$ cat src/rtl/morse_key_timer_pkg.sv
// Shared defaults and debounce state encoding for the Morse texter key front end.
package morse_pkg;

  localparam int unsigned DEB_CYCLES  = 4;
  localparam int unsigned TICK_DIV    = 1000;
  localparam int unsigned CNT_W       = 16;
  localparam int unsigned DASH_TICKS  = 3;
  localparam int unsigned SPACE_TICKS = 7;

  typedef enum logic [1:0] {
    ST_LO = 2'd0,
    PD_HI = 2'd1,
    ST_HI = 2'd2,
    PD_LO = 2'd3
  } deb_state_e;

endpackage

$ cat src/rtl/morse_key_timer_if.sv
// Key/timer signal bundle between the texter control FSM (master) and the key timer (slave).
interface morse_key_timer_if #(
  parameter int unsigned CNT_W = morse_pkg::CNT_W
) ();

  logic             key_raw;
  logic             tm_reset;
  logic             sw;
  logic             dash_dit;
  logic             space;
  logic [CNT_W-1:0] dur_cnt;

  modport master (
    output key_raw,
    output tm_reset,
    input  sw,
    input  dash_dit,
    input  space,
    input  dur_cnt
  );

  modport slave (
    input  key_raw,
    input  tm_reset,
    output sw,
    output dash_dit,
    output space,
    output dur_cnt
  );

endinterface

$ cat src/rtl/morse_key_timer_debounce.sv
// Two-flop synchronizer plus a four-state debounce FSM producing a registered clean key level.
module key_debounce #(
  parameter int unsigned DEB_CYCLES = morse_pkg::DEB_CYCLES
) (
  input  logic clk,
  input  logic rst_n,
  input  logic key_raw,
  output logic sw
);
  import morse_pkg::*;

  localparam int unsigned     CntW   = $clog2(DEB_CYCLES + 1);
  localparam logic [CntW-1:0] CntMax = CntW'(DEB_CYCLES);
  localparam logic [CntW-1:0] CntOne = CntW'(1);

  logic            sync1_q;
  logic            key_s_q;
  deb_state_e      state_q, state_d;
  logic [CntW-1:0] cnt_q, cnt_d;
  logic            sw_q, sw_d;

  always_ff @(posedge clk or negedge rst_n) begin
    if (!rst_n) begin
      sync1_q <= 1'b0;
      key_s_q <= 1'b0;
      state_q <= ST_LO;
      cnt_q   <= '0;
      sw_q    <= 1'b0;
    end else begin
      sync1_q <= key_raw;
      key_s_q <= sync1_q;
      state_q <= state_d;
      cnt_q   <= cnt_d;
      sw_q    <= sw_d;
    end
  end

  always_comb begin
    state_d = state_q;
    cnt_d   = cnt_q;
    unique case (state_q)
      ST_LO: begin
        if (key_s_q) begin
          // A single-sample debounce commits on the first differing sample.
          if (CntMax == CntOne) begin
            state_d = ST_HI;
            cnt_d   = '0;
          end else begin
            state_d = PD_HI;
            cnt_d   = CntOne;
          end
        end
      end
      PD_HI: begin
        if (!key_s_q) begin
          state_d = ST_LO;
          cnt_d   = '0;
        end else if (cnt_q + CntOne == CntMax) begin
          state_d = ST_HI;
          cnt_d   = '0;
        end else begin
          cnt_d = cnt_q + CntOne;
        end
      end
      ST_HI: begin
        if (!key_s_q) begin
          if (CntMax == CntOne) begin
            state_d = ST_LO;
            cnt_d   = '0;
          end else begin
            state_d = PD_LO;
            cnt_d   = CntOne;
          end
        end
      end
      PD_LO: begin
        if (key_s_q) begin
          state_d = ST_HI;
          cnt_d   = '0;
        end else if (cnt_q + CntOne == CntMax) begin
          state_d = ST_LO;
          cnt_d   = '0;
        end else begin
          cnt_d = cnt_q + CntOne;
        end
      end
      default: begin
        state_d = ST_LO;
        cnt_d   = '0;
      end
    endcase
  end

  // sw is decoded from the next state so it changes on the committing edge.
  always_comb begin
    sw_d = (state_d == ST_HI) || (state_d == PD_LO);
  end

  assign sw = sw_q;

endmodule

$ cat src/rtl/morse_key_timer.sv
// Morse texter front end: debounced key, tick-prescaled duration counter and dit/dash/space decode.
module morse_key_timer #(
  parameter int unsigned DEB_CYCLES  = morse_pkg::DEB_CYCLES,
  parameter int unsigned TICK_DIV    = morse_pkg::TICK_DIV,
  parameter int unsigned CNT_W       = morse_pkg::CNT_W,
  parameter int unsigned DASH_TICKS  = morse_pkg::DASH_TICKS,
  parameter int unsigned SPACE_TICKS = morse_pkg::SPACE_TICKS
) (
  input logic               clk,
  input logic               rst_n,
  morse_key_timer_if.slave  bus
);
  import morse_pkg::*;

  localparam int unsigned      PreW    = $clog2(TICK_DIV);
  localparam logic [PreW-1:0]  PreLast = PreW'(TICK_DIV - 1);
  localparam logic [CNT_W-1:0] DashThr = CNT_W'(DASH_TICKS);
  localparam logic [CNT_W-1:0] SpcThr  = CNT_W'(SPACE_TICKS);

  logic             sw;
  logic             tick;
  logic [PreW-1:0]  pre_cnt_q, pre_cnt_d;
  logic [CNT_W-1:0] dur_cnt_q, dur_cnt_d;

  key_debounce #(
    .DEB_CYCLES(DEB_CYCLES)
  ) u_key_debounce (
    .clk    (clk),
    .rst_n  (rst_n),
    .key_raw(bus.key_raw),
    .sw     (sw)
  );

  assign tick = (pre_cnt_q == PreLast);

  // tm_reset wins over a coincident tick; the count saturates rather than wrapping.
  always_comb begin
    pre_cnt_d = pre_cnt_q;
    dur_cnt_d = dur_cnt_q;
    if (bus.tm_reset) begin
      pre_cnt_d = '0;
      dur_cnt_d = '0;
    end else begin
      pre_cnt_d = tick ? '0 : pre_cnt_q + PreW'(1);
      if (tick && (dur_cnt_q != '1)) begin
        dur_cnt_d = dur_cnt_q + CNT_W'(1);
      end
    end
  end

  always_ff @(posedge clk or negedge rst_n) begin
    if (!rst_n) begin
      pre_cnt_q <= '0;
      dur_cnt_q <= '0;
    end else begin
      pre_cnt_q <= pre_cnt_d;
      dur_cnt_q <= dur_cnt_d;
    end
  end

  assign bus.sw       = sw;
  assign bus.dur_cnt  = dur_cnt_q;
  assign bus.dash_dit = (dur_cnt_q >= DashThr);
  assign bus.space    = (dur_cnt_q >= SpcThr);

endmodule
$ cat src/flat_wrapper.sv
// flat-port wrapper written by rule: the top's interface ports become plain ports
module morse_key_timer_flat import morse_pkg::*;
#(
  parameter int unsigned DEB_CYCLES  = morse_pkg::DEB_CYCLES,
  parameter int unsigned TICK_DIV    = morse_pkg::TICK_DIV,
  parameter int unsigned CNT_W       = morse_pkg::CNT_W,
  parameter int unsigned DASH_TICKS  = morse_pkg::DASH_TICKS,
  parameter int unsigned SPACE_TICKS = morse_pkg::SPACE_TICKS
)
  (clk, rst_n, bus_key_raw, bus_tm_reset, bus_sw, bus_dash_dit, bus_space, bus_dur_cnt);
  morse_key_timer_if #(.CNT_W(CNT_W)) bus_i ();
  input logic clk;
  input logic rst_n;
  input wire logic [$bits(bus_i.key_raw)-1:0] bus_key_raw;
  input wire logic [$bits(bus_i.tm_reset)-1:0] bus_tm_reset;
  output wire logic [$bits(bus_i.sw)-1:0] bus_sw;
  output wire logic [$bits(bus_i.dash_dit)-1:0] bus_dash_dit;
  output wire logic [$bits(bus_i.space)-1:0] bus_space;
  output wire logic [$bits(bus_i.dur_cnt)-1:0] bus_dur_cnt;
  assign bus_i.key_raw = bus_key_raw;
  assign bus_i.tm_reset = bus_tm_reset;
  assign bus_sw = bus_i.sw;
  assign bus_dash_dit = bus_i.dash_dit;
  assign bus_space = bus_i.space;
  assign bus_dur_cnt = bus_i.dur_cnt;
  morse_key_timer #(.DEB_CYCLES(DEB_CYCLES), .TICK_DIV(TICK_DIV), .CNT_W(CNT_W), .DASH_TICKS(DASH_TICKS), .SPACE_TICKS(SPACE_TICKS)) u_core (.clk(clk), .rst_n(rst_n), .bus(bus_i));
endmodule
$ cat config.mk
export PLATFORM = sky130hd
export DESIGN_NAME = morse_key_timer_flat
export DESIGN_NICKNAME = d
export VERILOG_FILES = /design/src/rtl/morse_key_timer_pkg.sv /design/src/rtl/morse_key_timer_if.sv /design/src/rtl/morse_key_timer_debounce.sv /design/src/rtl/morse_key_timer.sv /design/src/flat_wrapper.sv
export SDC_FILE = /design/constraint.sdc
export NUM_CORES = 1
export LEC_CHECK = 0
export CAP_MARGIN = 40
export CORE_MARGIN = 2
export CORE_UTILIZATION = 45
export DETAILED_ROUTE_END_ITERATION = 8
export HOLD_SLACK_MARGIN = 0.08
export PLACE_DENSITY_LB_ADDON = 0.15
export SLEW_MARGIN = 20
export SYNTH_ARGS = -nofsm -noshare
export SYNTH_HDL_FRONTEND = slang
export SYNTH_SLANG_ARGS = --single-unit
$ cat constraint.sdc
create_clock -name clk -period 2.17 [get_ports clk]
set_clock_uncertainty 0.2 [all_clocks]
set_input_delay 0.434 -clock clk [delete_from_list [all_inputs] [get_ports clk]]
set_output_delay 0.434 -clock clk [all_outputs]
set_load 0.01 [all_outputs]
# Word-level counts from Yosys, hierarchy flattened
# Index checks and enable logic that the tools add are counted.
# W data, S select, Z words.
dict set report classes {
  reduce_logical 5
  muxes 17
  n_eq_ne 10
  order_cmp 2
  add_sub_neg 3
}
# op n
set ops {}
lappend ops {{$mux W16} 2}
lappend ops {{$mux W10} 2}
lappend ops {{$add A16 B1 Y16 const B} 1}
lappend ops {{$ge A16 B2 Y1 const B} 1}
lappend ops {{$ge A16 B3 Y1 const B} 1}
lappend ops {{$ne A16 B16 Y1 const B} 1}
lappend ops {{$mux W3} 5}
lappend ops {{$mux W2} 6}
lappend ops {{$pmux W3 S4} 1}
lappend ops {{$add A10 B1 Y10 const B} 1}
lappend ops {{$eq A10 B10 Y1 const B} 1}
lappend ops {{$eq A2 B2 Y1 const B} 4}
lappend ops {{$pmux W2 S4} 1}
lappend ops {{$ne A2 B2 Y1 const B} 2}
lappend ops {{$add A3 B1 Y3 const B} 1}
lappend ops {{$eq A3 B3 Y1 const B} 1}
lappend ops {{$eq A2 B1 Y1 const B} 1}
lappend ops {{$logic_not A2 Y1} 1}
lappend ops {{$reduce_and A2 Y1} 1}
lappend ops {{$reduce_bool A2 Y1} 1}
lappend ops {{$logic_and A1 B1 Y1} 1}
lappend ops {{$logic_or A1 B1 Y1} 1}
dict set report totals {
  out_inout_bits 19
  inputBits 4
  wordCells 44
  regBits 34
}

# Depth between registers and ports, before layout
# Gate-level depths: netlist (run 1).
dict set report depth {
  ltp_word 7
  ltp_mapped 7
}

# Modules after synthesis
# A second synthesis (run 1) with hierarchy kept.
dict set report hier_totals {
  cells_unflattened 174
  hier_area_um2 1819.2
}
# mod area_each_um2 n_inst cells_each seq_area_each_um2
set modules_own_cells {}
lappend modules_own_cells {morse_key_timer 1501.4 1 149 650.6}
lappend modules_own_cells {key_debounce 317.8 1 25 175.2}

# Worst setup path after synthesis (run 1)
# OpenSTA, ideal clock, no wires.
dict set report synth_path {
  path_kind {reg2reg}
  from {register u_core.dur_cnt_q[0] (netlist: u_core.bus.dur_cnt[0])}
  to {register u_core.dur_cnt_q[11] (netlist: u_core.bus.dur_cnt[11])}
  required_time_ns 1.843
  path_slack_ns -0.025
  setup_time_ns 0.127
  arrival_time_ns 1.868
  period_less_slack_ns 2.195
  path_stages_with_launch 7
  path_cell_list {dfrtp_1 -> ha_1 -> nand4_1 -> nor4_4 -> nor3_4 -> nand4_1 -> mux2_1}
}
dict set report synth_via {
  elab_chain_len 3
  word_cells_on_any_way 6
}
# element line_no
set synth_rtl {}
lappend synth_rtl {{start: declaration} morse_key_timer.sv:23} ;# logic [CNT_W-1:0] dur_cnt_q, dur_cnt_d;
lappend synth_rtl {{start signal: assignment} morse_key_timer.sv:57} ;# dur_cnt_q <= dur_cnt_d;
lappend synth_rtl {{$add A16 B1 Y16 / $ne A16 B16 Y1 (equally long branches)} {morse_key_timer.sv:46, morse_key_timer.sv:45}}
lappend synth_rtl {{$mux W16 / $logic_and A1 B1 Y1 (equally long branches)} morse_key_timer.sv:45} ;# if (tick && (dur_cnt_q != '1)) begin
lappend synth_rtl {{$mux W16 / $reduce_bool A2 Y1 (equally long branches)} --}
# Parallel ways exist; a longest one is shown, timed or not. The select of a mux whose other input is x is not followed.
# A chain may end at the register's enable or synchronous reset.

# Worst setup path after layout (run 1)
dict set report layout_path {
  from {register u_core.dur_cnt_q[10] (netlist: u_core.bus.dur_cnt[10])}
  to {output port bus_dash_dit}
}
dict set report layout_via {
  elab_chain_len 1
}
# element line_no
set layout_rtl {}
lappend layout_rtl {{$ge A16 B2 Y1} morse_key_timer.sv:63} ;# assign bus.dash_dit = (dur_cnt_q >= DashThr);
lappend layout_rtl {{end: declaration} flat_wrapper.sv:17} ;# output wire logic [$bits(bus_i.dash_dit)-1:0] bus_dash_dit;
# No other way between the ends.

==> run metrics, run 1 <==
status=complete, but fails checks; failing checks=negative setup slack; post-route insts no fill=278; RSZ-0062 raised after global routing=true; final critical-path required period=2.22 ns; Starting Density=between 40 and 50%; synthesized flop and latch total=33; ys async rst share=100%; Startpoint Class=flop; number of setup violations in the final report=1; Clock Path Buffers=2; Core ar.=3660 um2; grt ovf=0; DRC Markers=0; synthesized instance count=roughly 170; layout cells sized above 1=26.1%; max_cap viols=0; CP required=1.54 ns; Slew @ Worst Pin=0.431 ns; Clock H-tree levels=2; P&R area growth vs syn=39.9%; syn nets=177; Cell Pwr Density=607 nW/um2; Yosys cell types=40; Clock Tree Root=clkbuf_8; PortBufs=22; Hold Crit Class=flop to flop; first-pass GRT wire length=6.96 mm; post-DP HPWL=around 2.9 mm; Hold Crit Depth=0; largest net degree at the start of global routing=34; Avg WL per Cell=14.6 um; Tot Pwr=1.45 mW; CTS tree=built; DRT iter0 DRCs=56; VDD IR max=~0.30 mV; WL final=4.07 mm; Final Util=around 65%; die height=65.6 um; vias in the first global route=1534; most frequent cells in the layout=buf_4 (35), dfrtp_1 (33), nor2_1 (22); max-slew violation count=0; prevailing post-synth register cell=dfrtp_1; worst setup margin=-0.0510 ns; YS warnings=0; fmax=0.450 GHz; Antenna Cells=0; setup tns final=-0.0510 ns; number of flops mapped to enable cells by yosys=0; most common cell after layout, fill and taps aside=buf_4; clock sink count=33; Layout Nets=237; Period Utilization, post-route=102%; initial antenna violation count=0; Skew-Pair Late Insertion Delay=0.28 ns; Num CTS Buffers=5; pre-CTS WS=-0.214 ns; endpoints failing hold=0; cell row count=22; Worst slew margin=71.0%; CP endpoint kind=output pin; GPL Wtd Cong=0.812; I/O pin cnt=23; Reg2Reg Depth=6; syn avg cell area=10.1 um2; maximum fanout along the worst path=2; Final ANT Viol Nets=0; via/cell ratio=5.45; Leak=between 1 and 1.5 nW; die area=4300 um2; register area share after synthesis=48.4%; Chip Width=~66 um; drt pass-1 iters=4; Tot GR Track Use=21.1%; Vias=roughly 1.5k; Setup Crit Path Kind=flop to output pin; Worst-path clk slew=0.06 ns; Post-Place Cells=267; Fill cells=298; arrival time worst endpoint=1.59 ns; post-synthesis instance area=1710 um2
==> repair_timing <==
item                                    in CTS  in global routing
endpoints found under the setup margin       3                  6
buffers inserted                             2                  1
gates cloned                                 0                  0
hold buffers                                 0                  0
gates resized for setup                     10                  7
pin swaps                                    2                  2
==> final cells by class <==
type | count | area, um2 | area share (%)
multi-input combinational | 131 | 910 | 38.1
clock inverter | 1 | 30.0 | 1.26
tap | 48 | 60.1 | 2.51
timing repair buffer | 57 | 473 | 19.8
clock buffer | 7 | 86.3 | 3.61
sequential | 33 | 826 | 34.6
inverter | 1 | 3.75 | 0.157
==> sequential cells by signal, indices dropped and copies added (netlist names) <==
signal                         count
u_core.u_key_debounce.sync1_q      1
u_core.u_key_debounce.state_q      2
u_core.u_key_debounce.key_s_q      1
u_core.u_key_debounce.cnt_q        3
u_core.bus.dur_cnt                16
u_core.pre_cnt_q                  10
==> cells in the mapped netlist, types with 2 or more instances <==
library cell / instances / area share, %
nor2b_1: 2 / 0.73
o21ai_0: 4 / 1.2
ha_1: 4 / 2.9
or4_1: 2 / 0.88
nand4_1: 5 / 1.8
nor4_1: 6 / 2.2
a21oi_1: 3 / 0.88
and3_1: 5 / 1.8
nand2_1: 9 / 2.0
nor3_1: 11 / 3.2
nand2b_1: 2 / 0.73
nor2_1: 22 / 4.8
xor2_1: 8 / 4.1
mux2_1: 2 / 1.3
clkbuf_1: 3 / 0.66
dfrtp_1: 33 / 48
nand3_1: 13 / 3.8
xnor2_1: 11 / 5.6
or3_1: 3 / 1.1
==> power breakdown <==
group | internal [mW] | switching (mW)
logic | 0.0790 | 0.0837
clock network | 0.374 | 0.215
registers | 0.657 | 0.0397
==> layer usage <==
| metal | track usage [%] | vias to the layer above | wire length [um] |
|---|---|---|---|
| met3 | 3.94 | 5 | 202 |
| met4 | 7.81 | 0 | 51 |
| met5 | 0 | - | 0 |
| met2 | 35.1 | 34 | 2040 |
| met1 | 27.4 | 749 | 1780 |
| li1 | - | 726 | - |
==> path summary, 6_finish.rpt <==
check | from | endpoint | slack (ns)
max in group asynchronous | rst_n | u_core.bus.dur_cnt[13] | 1.11
setup / recovery | u_core.bus.dur_cnt[10] | bus_dash_dit | -0.05
setup reg to reg | u_core.pre_cnt_q[1] | u_core.bus.dur_cnt[10] | 0.08
hold / removal | u_core.u_key_debounce.sync1_q | u_core.u_key_debounce.key_s_q | 0.15
min in group asynchronous | rst_n | u_core.bus.dur_cnt[0] | 0.35
hold reg to reg | u_core.u_key_debounce.sync1_q | u_core.u_key_debounce.key_s_q | 0.15
==> worst max-delay path: stages, from the launching register on <==
cell and delay (ns):
dfrtp_1 0.40, nor4_4 0.29, nand4_1 0.14, or3_1 0.33, buf_2 0.15
==> logic make-up (layout without fill, tap and decap cells) <==
| logic type | after synthesis | count (layout) | share of synthesized area, % |
|---|---|---|---|
| simple gates | 92 | 92 | 30.9 |
| flops | 33 | 33 | 48.4 |
| xor+xnor | 19 | 19 | 9.74 |
| compound gates | 13 | 13 | 4.76 |
| buf+inv | 5 | 66 | 1.32 |
| fa+ha+maj | 4 | 4 | 2.93 |
| mux | 3 | 3 | 1.98 |
==> per-stage QoR <==
stage                     cell area (um2)  hold slack [ns]
after CTS                            2340            0.152
final                                2390            0.153
after detailed placement             2210            0.137
after global placement               2210            0.149
after global routing                 2390            0.181
after floorplan                      1710          -0.0616
(Power assumes the default switching activity.)
==> inputs of run 2 (changes only) <==
--- a/config.mk
+++ b/config.mk
@@ -10,2 +10,3 @@
 export CORE_UTILIZATION = 45
+export CTS_CLUSTER_DIAMETER = 60
 export DETAILED_ROUTE_END_ITERATION = 8
==> constraint.sdc (replaced) <==
create_clock -name clk -period 2.17 [get_ports clk]
set_clock_uncertainty 0.2 [all_clocks]
set_input_delay 0.217 -clock clk [delete_from_list [all_inputs] [get_ports clk]]
set_output_delay 0.217 -clock clk [all_outputs]
set_load 0.01 [all_outputs]
==> run metrics, run 2 (synthesized netlist as in run 1, its figures left out) <==
status=complete, no violations; setup tns final=0 ns; Clock Path Buffers=2; CP endpoint kind=flop; WL final=4.24 mm; Tot GR Track Use=22.5%; Hold Crit Class=primary input to async pin; Reg2Reg Depth=6; Leak=1.03 nW; DRC Markers=0; Period Utilization, post-route=96.2%; GPL Wtd Cong=0.844; first-pass GRT wire length=7.25 mm; max_cap viols=0; worst path bufs/invs=1; worst setup path start=u_core.bus.dur_cnt[6]; P&R area growth vs syn=37.1%; Chip Width=about 66 um; area of the multi-input gates=910 um2; cell family with most CP delay=simple AND/OR/NAND/NOR gates; Skew-Pair Late Insertion Delay=roughly 0.29 ns; Internal=1.11 mW; maximum fanout along the worst path=4; Stages on worst setup path=6; Slew @ Worst Pin=0.497 ns; reg2reg start=u_core.bus.dur_cnt[6]; max-slew violation count=0; die height=between 60 and 70 um; crit path cell chain=buf_4, nand4_2, or4_1, nor4_4, xnor2_1, nor2_1; vias in the first global route=1552; post-DP HPWL=2.97 mm; largest net degree at the start of global routing=34; via/cell ratio=5.51; CP required=~2.2 ns; VDD IR max=roughly 0.29 mV; initial antenna violation count=0; Core ar.=3660 um2; pre-CTS WS=0.00807 ns; Cell Pwr Density=~630 nW/um2; Vias=~1.5k; grt ovf=0; die area=about 4300 um2; CTS tree=built; PortBufs=22; Worst-path clk slew=0.08 ns; endpoints failing hold=0; DRT iter0 DRCs=83; final critical-path required period=roughly 2.1 ns; Startpoint Class=flop; number of setup violations in the final report=0; worst setup margin=0.0832 ns; Clock H-tree levels=2; power share of the clock group=41.3%; switching power=0.357 mW; sequential power share=approximately 48%; clock sink count=33; Comb power frac=11.1%; Worst Hold Slack=roughly 0.12 ns; Layout Nets=230; arrival time worst endpoint=2.08 ns; cell row count=22; Post-DP Area=2160 um2; Avg WL per Cell=15.6 um; layout cells sized above 1=22.4%; RSZ-0062 raised after global routing=true; Seq. cell area=827 um2; design area=around 2300 um2; Final ANT Viol Nets=0; most common cell after layout, fill and taps aside=dfrtp_1; Num CTS Buffers=5; Largest register FFs=16; most frequent cells in the layout=dfrtp_1 (32), buf_4 (28), nor2_1 (22); Clock Tree Root=clkbuf_8; Tot Pwr=1.47 mW; Antenna Cells=0; fmax=0.479 GHz; Largest stage delay, worst path=approximately 0.64 ns; Fill cells=308; Worst slew margin=between 60% and 70%; Max stage delay cell, worst path=or4_1; Setup Crit Path Kind=flop to flop; drt pass-1 iters=4; Sw Share=between 20 and 25%; I/O pin cnt=23; Starting Density=46.7%
-- run 2: worst paths after layout --
path                                            endpoint  slack [ns]
setup reg to reg                  u_core.bus.dur_cnt[15]        0.08
hold reg to reg            u_core.u_key_debounce.key_s_q        0.18
min in group clk           u_core.u_key_debounce.sync1_q        0.18
max in group asynchronous          u_core.bus.dur_cnt[5]        1.32
setup / recovery                  u_core.bus.dur_cnt[15]        0.08
hold / removal             u_core.u_key_debounce.sync1_q        0.12
-- run 2: power by group through the flow --
stage / sequential [mW] / clock, mW / combinational, mW
final: 0.698 / 0.606 / 0.164
after detailed placement: 0.711 / 0 / 0.167
after global placement: 0.704 / 0 / 0.152
after CTS: 0.698 / 0.618 / 0.168
after global routing: 0.705 / 0.642 / 0.191
after floorplan: 0.703 / 0 / 0.0985
-- run 2: layer usage --
layer	up-vias	global-route usage [%]	share of wire (%)
met4	0	7.03	1.6
met2	37	39.3	51
met5	-	0	0
met3	8	5.82	3.7
met1	742	27.1	44
li1	707	-	-
-- run 2: final cells by class --
type | instances | area share, %
Clock buffer | 7 | 3.69
Clock inverter | 1 | 1.28
Inverter | 1 | 0.160
Multi-Input combinational cell | 131 | 38.9
Sequential cell | 33 | 35.3
Tap cell | 48 | 2.57
Timing Repair Buffer | 50 | 18.1
-- run 2: timing repair --
action | CTS | global route
gates resized for setup | 4 | 8
pin swaps | 2 | 4
buffers inserted | 1 | 2
hold buffers | 0 | 0
endpoints found under the setup margin | 2 | 10
-- run 2: stage by stage --
step,utilization (%),cells
after floorplan,-,169
after global routing,63.9,271
final,63.9,271
after detailed placement,59.0,260
after CTS,62.6,269
after global placement,59.0,260
